[config.mk]
export PLATFORM = sky130hd
export DESIGN_NAME = bch_encoder_par_flat
export DESIGN_NICKNAME = d
export VERILOG_FILES = /design/src/rtl/bch_encoder_par_if.sv /design/src/rtl/bch_encoder_par.sv /design/src/flat_wrapper.sv
export SDC_FILE = /design/constraint.sdc
export NUM_CORES = 1
export LEC_CHECK = 0
export CORE_ASPECT_RATIO = 0.7
export CORE_MARGIN = 8
export CORE_UTILIZATION = 57
export CTS_CLUSTER_SIZE = 14
export DETAILED_ROUTE_END_ITERATION = 10
export PLACE_DENSITY = 0.9
export SYNTH_ARGS = -nofsm -noshare
export SYNTH_HDL_FRONTEND = slang
export SYNTH_SLANG_ARGS = --single-unit
[constraint.sdc]
create_clock -name CLK -period 5.4 [get_ports CLK]
set_input_delay 1.62 -clock CLK [delete_from_list [all_inputs] [get_ports CLK]]
set_output_delay 1.62 -clock CLK [all_outputs]
set_load 0.02 [all_outputs]
[src/rtl/bch_encoder_par_if.sv]
// Bit-serial FIFO handshake bundle between the BCH encoder and its input/output FIFOs.
// The master modport is the encoder side; the slave modport is the FIFO side.
interface bch_encoder_par_if;
  logic FIFO_IN_DATA;
  logic FIFO_IN_RE;
  logic FIFO_IN_EMPTY;
  logic FIFO_OUT_DATA;
  logic FIFO_OUT_WE;
  logic FIFO_OUT_FULL;
  logic FIFO_OUT_LAST;

  modport master (
    input  FIFO_IN_DATA, FIFO_IN_EMPTY, FIFO_OUT_FULL,
    output FIFO_IN_RE, FIFO_OUT_DATA, FIFO_OUT_WE, FIFO_OUT_LAST
  );

  modport slave (
    output FIFO_IN_DATA, FIFO_IN_EMPTY, FIFO_OUT_FULL,
    input  FIFO_IN_RE, FIFO_OUT_DATA, FIFO_OUT_WE, FIFO_OUT_LAST
  );
endinterface

[src/rtl/bch_encoder_par.sv]
// Serial systematic BCH encoder (LFSR division) with shortened-code and bypass support.
// Optional BCH_ENC_STATS_EN adds a 16-bit CW_COUNT of completed codewords.
module bch_encoder_par #(
  parameter int N = 15,
  parameter int K = 11,
  parameter logic [N-K:0] BCH_POLYNOM = 5'b10011
) (
  input  logic                     CLK,
  input  logic                     RESET,
  input  logic [$clog2(K+1)-1:0]   K_SHORT,
  input  logic                     BYPASS,
  bch_encoder_par_if.master        fifo,
  output logic                     BUSY
`ifdef BCH_ENC_STATS_EN
  ,
  output logic [15:0]              CW_COUNT
`endif
);

  localparam int M  = N - K;
  localparam int KW = ($clog2(K+1) > 0) ? $clog2(K+1) : 1;
  localparam int PW = ($clog2(M+1) > 0) ? $clog2(M+1) : 1;

  typedef enum logic [2:0] {
    IDLE    = 3'd0,
    RD_REQ  = 3'd1,
    RD_CAP  = 3'd2,
    WR_DATA = 3'd3,
    WR_PAR  = 3'd4
  } state_t;

  state_t          state_q, state_d;
  logic [M-1:0]    sr_q, sr_d;
  logic [KW-1:0]   dcnt_q, dcnt_d;
  logic [PW-1:0]   pcnt_q, pcnt_d;
  logic [KW-1:0]   ks_q, ks_d;
  logic            byp_q, byp_d;
  logic            hold_q, hold_d;
  logic            in_re, out_we, out_data, out_last;
  logic            fb;

  always_comb begin
    state_d  = state_q;
    sr_d     = sr_q;
    dcnt_d   = dcnt_q;
    pcnt_d   = pcnt_q;
    ks_d     = ks_q;
    byp_d    = byp_q;
    hold_d   = hold_q;
    in_re    = 1'b0;
    out_we   = 1'b0;
    out_data = 1'b0;
    out_last = 1'b0;
    fb       = 1'b0;
    case (state_q)
      IDLE: begin
        if (!fifo.FIFO_IN_EMPTY) begin
          state_d = RD_REQ;
          // A non-zero data count means we are resuming a starved codeword: keep its config.
          if (dcnt_q == '0) begin
            ks_d  = (K_SHORT == '0 || K_SHORT > KW'(K)) ? KW'(K) : K_SHORT;
            byp_d = BYPASS;
          end
        end
      end
      RD_REQ: begin
        in_re   = 1'b1;
        state_d = RD_CAP;
      end
      RD_CAP: begin
        hold_d  = fifo.FIFO_IN_DATA;
        fb      = fifo.FIFO_IN_DATA ^ sr_q[M-1];
        sr_d[0] = fb;
        for (int i = 1; i < M; i++) begin
          sr_d[i] = sr_q[i-1] ^ (fb & BCH_POLYNOM[i]);
        end
        state_d = WR_DATA;
      end
      WR_DATA: begin
        out_data = hold_q;
        if (!fifo.FIFO_OUT_FULL) begin
          out_we = 1'b1;
          dcnt_d = dcnt_q + KW'(1);
          if (dcnt_d == ks_q) begin
            dcnt_d = '0;
            if (byp_q) begin
              out_last = 1'b1;
              sr_d     = '0;
              state_d  = IDLE;
            end else begin
              state_d  = WR_PAR;
            end
          end else begin
            state_d = fifo.FIFO_IN_EMPTY ? IDLE : RD_REQ;
          end
        end
      end
      WR_PAR: begin
        out_data = sr_q[M-1];
        if (!fifo.FIFO_OUT_FULL) begin
          out_we = 1'b1;
          sr_d   = sr_q << 1;
          if (pcnt_q == PW'(M-1)) begin
            out_last = 1'b1;
            pcnt_d   = '0;
            sr_d     = '0;
            state_d  = IDLE;
          end else begin
            pcnt_d = pcnt_q + PW'(1);
          end
        end
      end
      default: begin
        state_d = IDLE;
        sr_d    = '0;
        dcnt_d  = '0;
        pcnt_d  = '0;
      end
    endcase
  end

  always_ff @(posedge CLK) begin
    if (!RESET) begin
      state_q <= IDLE;
      sr_q    <= '0;
      dcnt_q  <= '0;
      pcnt_q  <= '0;
      ks_q    <= '0;
      byp_q   <= 1'b0;
      hold_q  <= 1'b0;
    end else begin
      state_q <= state_d;
      sr_q    <= sr_d;
      dcnt_q  <= dcnt_d;
      pcnt_q  <= pcnt_d;
      ks_q    <= ks_d;
      byp_q   <= byp_d;
      hold_q  <= hold_d;
    end
  end

  assign fifo.FIFO_IN_RE    = in_re;
  assign fifo.FIFO_OUT_WE   = out_we;
  assign fifo.FIFO_OUT_DATA = out_data;
  assign fifo.FIFO_OUT_LAST = out_last;
  assign BUSY               = (state_q != IDLE);

`ifdef BCH_ENC_STATS_EN
  logic [15:0] cw_q, cw_d;

  always_comb begin
    cw_d = cw_q;
    if (out_last) cw_d = cw_q + 16'd1;
  end

  always_ff @(posedge CLK) begin
    if (!RESET) cw_q <= '0;
    else        cw_q <= cw_d;
  end

  assign CW_COUNT = cw_q;
`endif

endmodule

[src/flat_wrapper.sv]
// flat-port wrapper written by rule: the top's interface ports become plain ports
module bch_encoder_par_flat 
#(
  parameter int N = 15,
  parameter int K = 11,
  parameter logic [N-K:0] BCH_POLYNOM = 5'b10011
)
  (CLK, RESET, K_SHORT, BYPASS, BUSY, fifo_FIFO_IN_DATA, fifo_FIFO_IN_EMPTY, fifo_FIFO_OUT_FULL, fifo_FIFO_IN_RE, fifo_FIFO_OUT_DATA, fifo_FIFO_OUT_WE, fifo_FIFO_OUT_LAST);
  bch_encoder_par_if fifo_i ();
  input  logic CLK;
  input  logic RESET;
  input  logic [$clog2(K+1)-1:0] K_SHORT;
  input  logic BYPASS;
  output logic BUSY;
  input wire logic [$bits(fifo_i.FIFO_IN_DATA)-1:0] fifo_FIFO_IN_DATA;
  input wire logic [$bits(fifo_i.FIFO_IN_EMPTY)-1:0] fifo_FIFO_IN_EMPTY;
  input wire logic [$bits(fifo_i.FIFO_OUT_FULL)-1:0] fifo_FIFO_OUT_FULL;
  output wire logic [$bits(fifo_i.FIFO_IN_RE)-1:0] fifo_FIFO_IN_RE;
  output wire logic [$bits(fifo_i.FIFO_OUT_DATA)-1:0] fifo_FIFO_OUT_DATA;
  output wire logic [$bits(fifo_i.FIFO_OUT_WE)-1:0] fifo_FIFO_OUT_WE;
  output wire logic [$bits(fifo_i.FIFO_OUT_LAST)-1:0] fifo_FIFO_OUT_LAST;
  assign fifo_i.FIFO_IN_DATA = fifo_FIFO_IN_DATA;
  assign fifo_i.FIFO_IN_EMPTY = fifo_FIFO_IN_EMPTY;
  assign fifo_i.FIFO_OUT_FULL = fifo_FIFO_OUT_FULL;
  assign fifo_FIFO_IN_RE = fifo_i.FIFO_IN_RE;
  assign fifo_FIFO_OUT_DATA = fifo_i.FIFO_OUT_DATA;
  assign fifo_FIFO_OUT_WE = fifo_i.FIFO_OUT_WE;
  assign fifo_FIFO_OUT_LAST = fifo_i.FIFO_OUT_LAST;
  bch_encoder_par #(.N(N), .K(K), .BCH_POLYNOM(BCH_POLYNOM)) u_core (.CLK(CLK), .RESET(RESET), .K_SHORT(K_SHORT), .BYPASS(BYPASS), .fifo(fifo_i), .BUSY(BUSY));
endmodule
==> metrics.md, run 1 <==
| Metric | Value |
|---|---|
| Outcome | `finished, final reports clean` |
| TNS Setup | `0 ns` |
| RSZ-0062 raised after global routing | `no` |
| R2R Setup Slk | `2.60 ns` |
| Worst R2R Path Depth | `6` |
| Highest ir drop seen on vdd | `0.281 mV` |
| CP Capture Type | `primary output` |
| Post-Syn Nets | `154` |
| Worst Hold Depth | `2` |
| Hold endpoint | `u_core.pcnt_q[2]$_SDFFE_PN0P_` |
| Core Rows | `13` |
| CP max stage delay | `0.64 ns` |
| Initial antenna violation count | `0` |
| Int Power | `0.000255 W` |
| Clock transition at path regs | `0.11 ns` |
| Post-layout min period | `5.02 ns` |
| Max Cap Viol | `0` |
| Worst setup path category | `in -> out` |
| Crit path max fanout | `7` |
| Port Buffers | `14` |
| CTS Root Cell | `clkbuf_4` |
| Total GRT Usage | `14.9%` |
| CORE AREA | `1870 sq um` |
| Post-synth EDFFs | `0` |
| R2R Path Start | `u_core.dcnt_q[0]$_SDFFE_PN0P_` |
| Critical Path Most Common Cell | `clkdlybuf4s50_1` |
| Critical Path AT | `3.40 ns` |
| Most common cell in the netlist | `dfxtp_1` |
| Top post-synthesis cells by area | `dfxtp_1 (35%), nand2_1 (5.3%), xnor2_1 (4.6%), a21oi_1 (4.4%), mux2i_1 (3.5%)` |
| First-pass GRT wire length | `4600 um` |
| Seq/Total Area, Yosys | `35.0%` |
| Clock Skews | `0.00221 ns` |
| Total CTS buffers | `3` |
| Initial Utilization | `61.1%` |
| Vias/cell | `6.22` |
| Depth of the CTS H-tree | `1` |
| Post-DR wirelength/cell | `15.3 um` |
| RR Endpoint | `u_core.sr_q[2]$_SDFFE_PN0P_` |
| Min-delay src | `u_core.pcnt_q[2]$_SDFFE_PN0P_` |
| Yosys top cell by area | `dfxtp_1` |
| Final hold slack | `0.484 ns` |
| CTS tree | `built` |
| Post-synth top flop | `dfxtp_1` |
| Post-route ant nets | `0` |
| Slowest-stage cell, CP | `clkdlybuf4s50_1` |
| # setup viols final | `0` |
| Drt drc | `0` |
| Number of global-route vias before repair | `999` |
| Clock share of power | `35.5%` |
| Max Clock Freq | `199 MHz` |
| Area grow syn2layout | `17.5%` |
| Top post-synthesis cells by count | `dfxtp_1 (20), nand2_1 (16), a21oi_1 (10), nor2_1 (7), o21ai_0 (7)` |
| Max transition margin | `44.5%` |
| Io pins | `15` |
| Vias | `1088` |
| Initial DRC count | `134` |
| Flop pwr share | `48.4%` |
| FFs w/ async S/R, synth | `0%` |
| Post-DP HPWL | `2070 um` |
| Logic pwr share | `16.1%` |
| Mean Syn Cell Area | `8.11 sq um` |
| Share of Yosys cell area claimed by the top area cell type | `35.0%` |
| Worst Setup Start Kind | `input port` |
| Mapped Cells | `141` |
| Final #Nets | `167` |
| Post-cts sizing count | `0` |
| Share of layout cells above drive strength 1 | `4.58%` |
| Grt total ovfl | `0` |
| Measured slew at the worst slew-check pin | `0.823 ns` |
| Drt first pass iters | `4` |
| Die X-Extent | `69.5 um` |
| GP Congestion | `0.931` |
| Clock sink count | `20` |
| Synth Warn # | `0` |
| Latest clock arrival within the worst-skew pair | `0.30 ns` |
| Largest net degree at the start of global routing | `19` |
| Post-CTS setup buffers | `0` |
| Crit path required time | `3.78 ns` |
| Synth Register Bits | `20` |
| Pleak | `0.466 nW` |
| Switching share of total power | `24.1%` |
| Hold Path Class | `reg -> reg` |
| Deepest clock path buffer count | `2` |
| Psw | `0.0000810 W` |
| Cell area after synthesis | `1140 sq um` |
| Die area | `3720 sq um` |
| PwrDens | `250 nW/um^2` |
| Cell variety after synth | `40` |
| Period utilisation layout | `93.0%` |
| Die height | `53.5 um` |
| ANT cells | `0` |
| # hold bufs at CTS | `0` |
| Final Hold Viols | `0` |
| Max Slew Vio Count | `0` |
| Routed wire length | `2680 um` |
| Worst path cell trace | `clkdlybuf4s50_1, or4_1, o31ai_1, clkdlybuf4s50_1` |
critical path: cells and delay by family:
family	cells	cell delay [ns]
AOI/OAI and AO/OA	1	0.08
buffers and inverters	2	1.16
and+or+nand+nor	1	0.55
per-stage QoR:
step	util (%)	std cells	power (W)	setup slack, ns	instance area, sq um
2_1_floorplan	-	141	0.000199	1.36	1140
4_1_cts	71.8	175	0.000339	0.370	1340
3_5_place_dp	69.0	171	0.000220	0.377	1290
5_1_grt	71.8	175	0.000352	0.329	1340
6_report	71.8	175	0.000336	0.376	1340
3_3_place_gp	69.0	171	0.000218	0.427	1290
metal layers:
metal / GRT usage [%] / part of all wire [%]
met5: 0 / 0
met4: 3.73 / 0
met3: 4.66 / 9.2
met2: 25.0 / 45
met1: 18.2 / 45
placed cells by master (no fill, tap or decap), types with 2 or more instances in the layout:
cell type and instances:
a21oi_1 10, a31oi_1 2, and2_1 3, clkbuf_4 3, clkdlybuf4s50_1 14, dfxtp_1 20
ha_1 3, inv_1 6, mux2i_1 4, nand2_1 16, nand2b_1 3, nand3_1 2
nand3b_1 4, nand4_1 5, nor2_1 7, nor2b_1 4, nor4_1 2, o211ai_1 2
o21ai_0 7, o221a_2 2, o22ai_1 3, or3_1 3, or4_1 3, xnor2_1 6
xor2_1 2
flip-flops by register name (all words and copies together), names as in the netlist:
name,flops
u_core.sr_q,4
u_core.byp_q,1
u_core.state_q,3
u_core.ks_q,4
u_core.hold_q,1
u_core.pcnt_q,3
u_core.dcnt_q,4
power groups by stage:
stage / Clock [W] / Combinational, W / Sequential (W)
5_1_grt: 0.000130 / 0.0000590 / 0.000164
2_1_floorplan: 0 / 0.0000379 / 0.000161
3_3_place_gp: 0 / 0.0000524 / 0.000166
4_1_cts: 0.000123 / 0.0000540 / 0.000162
6_report: 0.000120 / 0.0000542 / 0.000163
3_5_place_dp: 0 / 0.0000538 / 0.000166
area by class of cell:
class | count | area (sq um)
flip-flops and latches | 20 | 400
clock buffers | 3 | 22.5
inverters | 7 | 26.3
clock inverters | 1 | 30.0
well taps | 22 | 27.5
fillers | 143 | 527
repair buffers | 15 | 148
multi-input cells | 107 | 689
cells by family (layout without fill, tap and decap cells):
family	after synthesis	count (layout)	share of synthesized area (%)
compound gates	37	37	21.6
xor+xnor	8	8	6.13
fa+ha+maj	3	3	3.28
buf+inv	14	26	4.70
flops	20	20	35.0
mux	4	4	3.50
simple gates	55	55	25.8
worst max-delay path by stage:
| stage | start | endpoint | cells past startpoint |
|---|---|---|---|
| 6_report | fifo_FIFO_OUT_FULL | fifo_FIFO_OUT_LAST | 4 |
| 5_1_grt | fifo_FIFO_OUT_FULL | fifo_FIFO_OUT_LAST | 4 |
| 4_1_cts | fifo_FIFO_OUT_FULL | fifo_FIFO_OUT_LAST | 4 |
| 3_5_place_dp | fifo_FIFO_OUT_FULL | fifo_FIFO_OUT_LAST | 4 |
| 3_3_place_gp | fifo_FIFO_OUT_FULL | fifo_FIFO_OUT_LAST | 4 |
| 2_1_floorplan | fifo_FIFO_OUT_FULL | fifo_FIFO_OUT_LAST | 3 |
Power figures use the tool's default switching activity.
==> run 2, diff against run 1 <==
Settings changed: ABC_AREA from default to 1, CAP_MARGIN from default to 20, CORE_UTILIZATION 57 to 49, PLACE_DENSITY 0.9 to 0.82.
Clock period 5.4 ns to 4.1 ns, I/O delays scaled along.
==> metrics.md, run 2 <==
| Metric | Value |
|---|---|
| Total CTS buffers | `3 (unchanged)` |
| Total GRT Usage | `13.1% (was 14.9%)` |
| Initial Utilization | `50.7% (was 61.1%)` |
| Synth Area in XOR/XNOR | `1.44% (was 6.13%)` |
| Share of Yosys cell area claimed by the top area cell type | `32.9% (was 35.0%)` |
| Largest net degree at the start of global routing | `12 (was 19)` |
| Die height | `57.7 um (was 53.5 um)` |
| Share of layout cells above drive strength 1 | `13.5% (was 4.58%)` |
| Io pins | `15 (unchanged)` |
| Drt drc | `0 (unchanged)` |
| Compound-gate portion of the synthesized area | `14.2% (was 21.6%)` |
| Post-Synth Adder-Cell Area | `3.08% (was 3.28%)` |
| Post-cts sizing count | `0 (unchanged)` |
| Max transition margin | `74.1% (was 44.5%)` |
| FFs w/ async S/R, synth | `0% (unchanged)` |
| Yosys top cell by area | `dfxtp_1 (unchanged)` |
| Critical Path AT | `2.79 ns (was 3.40 ns)` |
| Vias/cell | `5.11 (was 6.22)` |
| Crit path max fanout | `5 (was 7)` |
| Most common cell in the netlist | `nand2_1 (was dfxtp_1)` |
| Cell variety after synth | `30 (was 40)` |
| Outcome | `finished, final reports clean (unchanged)` |
| CTS tree | `built (unchanged)` |
| Largest family of logic cells by synthesized area | `simple AND/OR/NAND/NOR gates (unchanged)` |
| Post-synthesis mux area share | `0% (was 3.50%)` |
| Crit path required time | `2.87 ns (was 3.78 ns)` |
| Period utilisation layout | `98.0%` |
| Initial antenna violation count | `0 (unchanged)` |
| First-pass GRT wire length | `4440 um (was 4600 um)` |
| Deepest clock path buffer count | `2 (unchanged)` |
| Fill cells | `236 (was 143)` |
| Simple-gate area share of the yosys netlist | `37.6% (was 25.8%)` |
| Post-DP HPWL | `2080 um (was 2070 um)` |
| Synth Register Bits | `20 (unchanged)` |
| Worst setup path category | `in -> out (unchanged)` |
| TNS Setup | `0 ns (unchanged)` |
| Initial DRC count | `79 (was 134)` |
| Hold Path Class | `reg -> reg (unchanged)` |
| Grt total ovfl | `0 (unchanged)` |
| Latest clock arrival within the worst-skew pair | `0.31 ns (was 0.30 ns)` |
| Post-synth EDFFs | `0 (unchanged)` |
| Final total power | `0.000869 W (was 0.000336 W)` |
| Die X-Extent | `75.6 um (was 69.5 um)` |
| Pleak | `0.611 nW (was 0.466 nW)` |
| Measured slew at the worst slew-check pin | `0.388 ns (was 0.823 ns)` |
| CORE AREA | `2400 sq um (was 1870 sq um)` |
| CTS Root Cell | `clkbuf_4 (unchanged)` |
| Post-DP Area | `1380 sq um (was 1290 sq um)` |
| Post-synth top flop | `dfxtp_1 (unchanged)` |
| Design Area, Final | `1420 sq um (was 1340 sq um)` |
| Vias | `1161 (was 1088)` |
| Post-route ant nets | `0 (unchanged)` |
| Commonest non-fill, non-tap cell in the layout | `nand2_1 (was dfxtp_1)` |
| Max Cap Viol | `0 (unchanged)` |
| Clock transition at path regs | `0.12 ns (was 0.11 ns)` |
| Worst R2R Path Depth | `11 (was 6)` |
| Post-Syn Nets | `191 (was 154)` |
| Depth of the CTS H-tree | `1 (unchanged)` |
| Post-CTS setup buffers | `0 (unchanged)` |
| Top post-synthesis cells by count | `nand2_1 (35), dfxtp_1 (20), inv_1 (20), nor2_1 (17), a21oi_1 (16) (was dfxtp_1 (20), nand2_1 (16), a21oi_1 (10), nor2_1 (7), o21ai_0 (7))` |
| Final hold slack | `0.459 ns (was 0.484 ns)` |
| Max Clock Freq | `249 MHz` |
| Port Buffers | `14 (unchanged)` |
| Final Hold Viols | `0 (unchanged)` |
| Post-layout min period | `4.02 ns` |
| Post-DR wirelength/cell | `11.9 um (was 15.3 um)` |
| Routed wire length | `2700 um (was 2680 um)` |
| Die area | `4360 sq um (was 3720 sq um)` |
| Worst Setup Start Kind | `input port (unchanged)` |
| Most frequent cells in the layout | `nand2_1 (35), inv_1 (20), dfxtp_1 (20), nor2_1 (17), a21oi_1 (16) (was dfxtp_1 (20), nand2_1 (16), clkdlybuf4s50_1 (14), a21oi_1 (10))` |
| Number of global-route vias before repair | `997 (was 999)` |
| Clock Skews | `0.00621 ns (was 0.00221 ns)` |
| Final #Nets | `207 (was 167)` |
| Cell area after synthesis | `1220 sq um (was 1140 sq um)` |
| Top post-synthesis cells by area | `dfxtp_1 (33%), nand2_1 (11%), a21oi_1 (6.6%), inv_1 (6.2%), nand3_1 (5.8%) (was dfxtp_1 (35%), nand2_1 (5.3%), xnor2_1 (4.6%), a21oi_1 (4.4%), mux2i_1 (3.5%))` |
| GP Congestion | `0.891 (was 0.931)` |
| PwrDens | `614 nW/um^2 (was 250 nW/um^2)` |
| Worst Hold Depth | `2 (unchanged)` |
| Drt first pass iters | `4 (unchanged)` |
| Mean Syn Cell Area | `6.84 sq um (was 8.11 sq um)` |
| Highest ir drop seen on vdd | `0.335 mV (was 0.281 mV)` |
| ANT cells | `0 (unchanged)` |
| CP Capture Type | `primary output (unchanged)` |
| Max Slew Vio Count | `0 (unchanged)` |
| Synth Warn # | `0 (unchanged)` |
| Mapped Cells | `178 (was 141)` |
| Core Rows | `15 (was 13)` |
| RSZ-0062 raised after global routing | `no (unchanged)` |
| Area grow syn2layout | `16.3% (was 17.5%)` |
| # hold bufs at CTS | `0 (unchanged)` |
| Clock sink count | `20 (unchanged)` |
| Seq/Total Area, Yosys | `32.9% (was 35.0%)` |
| # setup viols final | `0 (unchanged)` |
| Top Registers | `u_core.dcnt_q: 4 flops, u_core.ks_q: 4 flops, u_core.sr_q: 4 flops (unchanged)` |
## run 2: changes by cell type in the layout (fill, tap and decap cells not counted), sizes merged, moves of 4 or more
cell	before	now
nand2	16	41
inv	6	28
nand3	2	18
nor2	7	21
a21oi	10	16
nor3	1	7
xnor2	6	1
mux2i	4	0
nand3b	4	0
nor2b	4	0
## run 2: layout make-up
class | count | area (sq um) | area share [%]
multi-input combinational | 126 | 686 | 48.4
timing repair buffer | 14 | 140 | 9.89
sequential | 20 | 400 | 28.3
inverter | 29 | 111 | 7.86
tap | 34 | 42.5 | 3.00
clock buffer | 4 | 36.3 | 2.56
## run 2: worst paths after layout
kind | from | to | slack, ns
max reg2reg | u_core.dcnt_q[0]$_SDFFE_PN0P_ | u_core.dcnt_q[1]$_SDFFE_PN0P_ | 2.29
min | u_core.pcnt_q[2]$_SDFFE_PN0P_ | u_core.pcnt_q[2]$_SDFFE_PN0P_ | 0.46
max | fifo_FIFO_OUT_FULL | fifo_FIFO_OUT_LAST | 0.08
min reg2reg | u_core.pcnt_q[2]$_SDFFE_PN0P_ | u_core.pcnt_q[2]$_SDFFE_PN0P_ | 0.46
## run 2: worst max-delay path, cell delays in order
cell and delay, ns:
clkdlybuf4s50_1 0.49, nor2_1 0.16, nand3_2 0.10, o32ai_1 0.14, clkdlybuf4s50_1 0.66
## run 2: cells by family after synthesis
family,Yosys count
adders and majority gates,3
xor gates and xnor gates,2
AOI/OAI and AO/OA,31
buffers and inverters,32
and+or+nand+nor,90
DFF,20
## run 2: power breakdown
group / internal, W / switching, W
clock network: 0.0000543 / 0.0000654
logic: 0.000173 / 0.000277
registers: 0.000251 / 0.0000488
## run 2: stage by stage
step	std cells	setup slack, ns	util [%]
detailed placement	223	0.0888	57.4
floorplan	178	1.03	-
global route	227	0.0223	59.0
finish	227	0.0830	59.0
CTS	227	0.0713	59.0
global placement	223	0.0912	57.4
## run 2: routing by layer
| layer | wire length [um] | GRT usage, % | vias up |
|---|---|---|---|
| met4 | 36 | 4.36 | 0 |
| li1 | - | - | 613 |
| met1 | 1430 | 18.7 | 514 |
| met2 | 1070 | 17.8 | 30 |
| met5 | 0 | 0 | - |
| met3 | 158 | 3.96 | 4 |
==> run 3, diff against run 2 <==
Settings changed: CORE_UTILIZATION 49 to 51, CTS_BUF_LIST from default to sky130_fd_sc_hd__clkbuf_2, MAX_ROUTING_LAYER from default to met4, PLACE_DENSITY 0.82 to 0.85.
==> metrics.md, run 3 (synthesis gave the netlist of run 2 again) <==
| Metric | Value |
|---|---|
| Worst setup path category | `in -> out (unchanged)` |
| Max Cap Viol | `0 (unchanged)` |
| Clock Skews | `0.0191 ns (was 0.00621 ns)` |
| CTS tree | `built (unchanged)` |
| Drt first pass iters | `4 (unchanged)` |
| Final Hold Viols | `0 (unchanged)` |
| Most frequent cells in the layout | `nand2_1 (35), inv_1 (20), dfxtp_1 (20), nor2_1 (17), a21oi_1 (16) (unchanged)` |
| Post-DP HPWL | `2260 um (was 2080 um)` |
| Number of global-route vias before repair | `1120 (was 997)` |
| Outcome | `finished, final reports clean (unchanged)` |
| DP Worst Slack | `0.0912 ns (was 0.0888 ns)` |
| Port Buffers | `14 (unchanged)` |
| Total CTS buffers | `3 (unchanged)` |
| Design Area, Final | `1400 sq um (was 1420 sq um)` |
| Grt total ovfl | `0 (unchanged)` |
| Critical Path AT | `2.49 ns (was 2.79 ns)` |
| Post-DP Area | `1380 sq um (about the same)` |
| Deepest clock path buffer count | `2 (unchanged)` |
| Initial Utilization | `55.2% (was 50.7%)` |
| Area grow syn2layout | `14.9% (was 16.3%)` |
| Clock sink count | `20 (unchanged)` |
| Depth of the CTS H-tree | `1 (unchanged)` |
| Die area | `4230 sq um (was 4360 sq um)` |
| Final #Nets | `207 (unchanged)` |
| Core Rows | `14 (was 15)` |
| CP max stage delay | `0.62 ns (was 0.66 ns)` |
| Share of layout cells above drive strength 1 | `13.0% (was 13.5%)` |
| Highest ir drop seen on vdd | `0.478 mV (was 0.335 mV)` |
| Period utilisation layout | `90.9% (was 98.0%)` |
| # setup viols final | `0 (unchanged)` |
| Clock transition at path regs | `0.20 ns (was 0.12 ns)` |
| Crit path max fanout | `5 (unchanged)` |
| ANT cells | `0 (unchanged)` |
| Die X-Extent | `74.4 um (was 75.6 um)` |
| Post-DR wirelength/cell | `12.7 um (was 11.9 um)` |
| Largest net degree at the start of global routing | `12 (unchanged)` |
| R2R Path Start | `u_core.dcnt_q[0]$_SDFFE_PN0P_ (unchanged)` |
| Measured slew at the worst slew-check pin | `0.403 ns (was 0.388 ns)` |
| Commonest non-fill, non-tap cell in the layout | `nand2_1 (unchanged)` |
| RSZ-0062 raised after global routing | `no (unchanged)` |
| Critical Path Most Common Cell | `clkdlybuf4s50_1 (unchanged)` |
| Io pins | `15 (unchanged)` |
| Post-route ant nets | `0 (unchanged)` |
| Max Clock Freq | `268 MHz (was 249 MHz)` |
| Max Slew Vio Count | `0 (unchanged)` |
| Buffers and inverters on the worst path | `2 (unchanged)` |
| TNS Setup | `0 ns (unchanged)` |
| Initial antenna violation count | `0 (unchanged)` |
| Slowest-stage cell, CP | `clkdlybuf4s50_1 (unchanged)` |
| CTS Root Cell | `clkbuf_2 (was clkbuf_4)` |
| Vias | `1186 (was 1161)` |
| Hold Path Class | `reg -> reg (unchanged)` |
| Top Registers | `u_core.dcnt_q: 4 flops, u_core.ks_q: 4 flops, u_core.sr_q: 4 flops (unchanged)` |
| Crit path required time | `2.87 ns (about the same)` |
| Top delay family on crit path | `buffers and inverters (unchanged)` |
| Post-layout min period | `3.72 ns (was 4.02 ns)` |
| Worst path cell trace | `clkdlybuf4s50_1, a21oi_1, clkdlybuf4s50_1 (was clkdlybuf4s50_1, nor2_1, nand3_2, o32ai_1, clkdlybuf4s50_1)` |
| Latest clock arrival within the worst-skew pair | `0.34 ns (was 0.31 ns)` |
| Die height | `56.9 um (was 57.7 um)` |
| Max transition margin | `73.1% (was 74.1%)` |
| Crit. Startpoint | `fifo_FIFO_OUT_FULL (unchanged)` |
| GP Congestion | `0.845 (was 0.891)` |
| Final WS setup | `0.375 ns (was 0.0830 ns)` |
| First-pass GRT wire length | `5040 um (was 4440 um)` |
| CORE AREA | `2210 sq um (was 2400 sq um)` |
| Post-CTS setup buffers | `0 (unchanged)` |
| Min-delay src | `u_core.pcnt_q[2]$_SDFFE_PN0P_ (unchanged)` |
| Routed wire length | `2870 um (was 2700 um)` |
| Drt drc | `0 (unchanged)` |
| Initial DRC count | `72 (was 79)` |
| Worst Setup Start Kind | `input port (unchanged)` |
| Pleak | `0.623 nW (was 0.611 nW)` |
| Final total power | `0.000835 W (was 0.000869 W)` |
| PwrDens | `597 nW/um^2 (was 614 nW/um^2)` |
| CP Capture Type | `primary output (unchanged)` |
| Total GRT Usage | `15.5% (was 13.1%)` |
| Vias/cell | `5.27 (was 5.11)` |
==> run 3: cell type report <==
cell class | count | area, sq um
clock inverters | 1 | 3.75
fillers | 205 | 808
repair buffers | 14 | 143
multi-input cells | 126 | 686
inverters | 29 | 111
flip-flops and latches | 20 | 400
well taps | 32 | 40.0
clock buffers | 3 | 15.0
==> run 3: final timing paths <==
| kind | to | slack (ns) | depth (start not counted) |
|---|---|---|---|
| max | fifo_FIFO_OUT_WE | 0.38 | 3 |
| min | u_core.pcnt_q[2]$_SDFFE_PN0P_ | 0.46 | 2 |
| max reg2reg | u_core.dcnt_q[0]$_SDFFE_PN0P_ | 2.19 | 11 |
| min reg2reg | u_core.pcnt_q[2]$_SDFFE_PN0P_ | 0.46 | 2 |
==> run 3: per-layer routing <==
layer | vias up | routed length, um | global-route usage, %
li1 | 610 | - | -
met1 | 527 | 1330 | 19.9
met2 | 42 | 1240 | 22.2
met3 | 7 | 260 | 5.13
met4 | 0 | 31 | 4.44
met5 | - | 0 | -
==> run 3: worst min-delay path, delay by kind of cell (launching register included) <==
kind / cells / cell delay [ns]
AND/OR/NAND/NOR: 1 / 0.05
flip-flops: 1 / 0.34
buffers and inverters: 1 / 0.06
==> run 3: metrics by stage <==
step / utilization (%) / hold WS, ns / instances
CTS: 63.3 / 0.465 / 225
detailed placement: 62.4 / 0.441 / 221
finish: 63.4 / 0.459 / 225
global route: 63.4 / 0.499 / 225
floorplan: - / 0.423 / 178
global placement: 62.4 / 0.435 / 221
==> run 3: report_power, final <==
part           leakage [nW]  total (W)  switching, W  internal, W
Sequential            0.164   0.000302     0.0000509     0.000251
Clock                0.0140  0.0000836     0.0000624    0.0000212
Combinational         0.446   0.000449      0.000277     0.000173
Total                 0.623   0.000835      0.000390     0.000445
==> run 3: repair_timing <==
action | 4_1_cts | 5_1_grt
setup endpoints to repair | 0 | 1
gates resized for setup | 0 | 1
hold buffers | 0 | 0
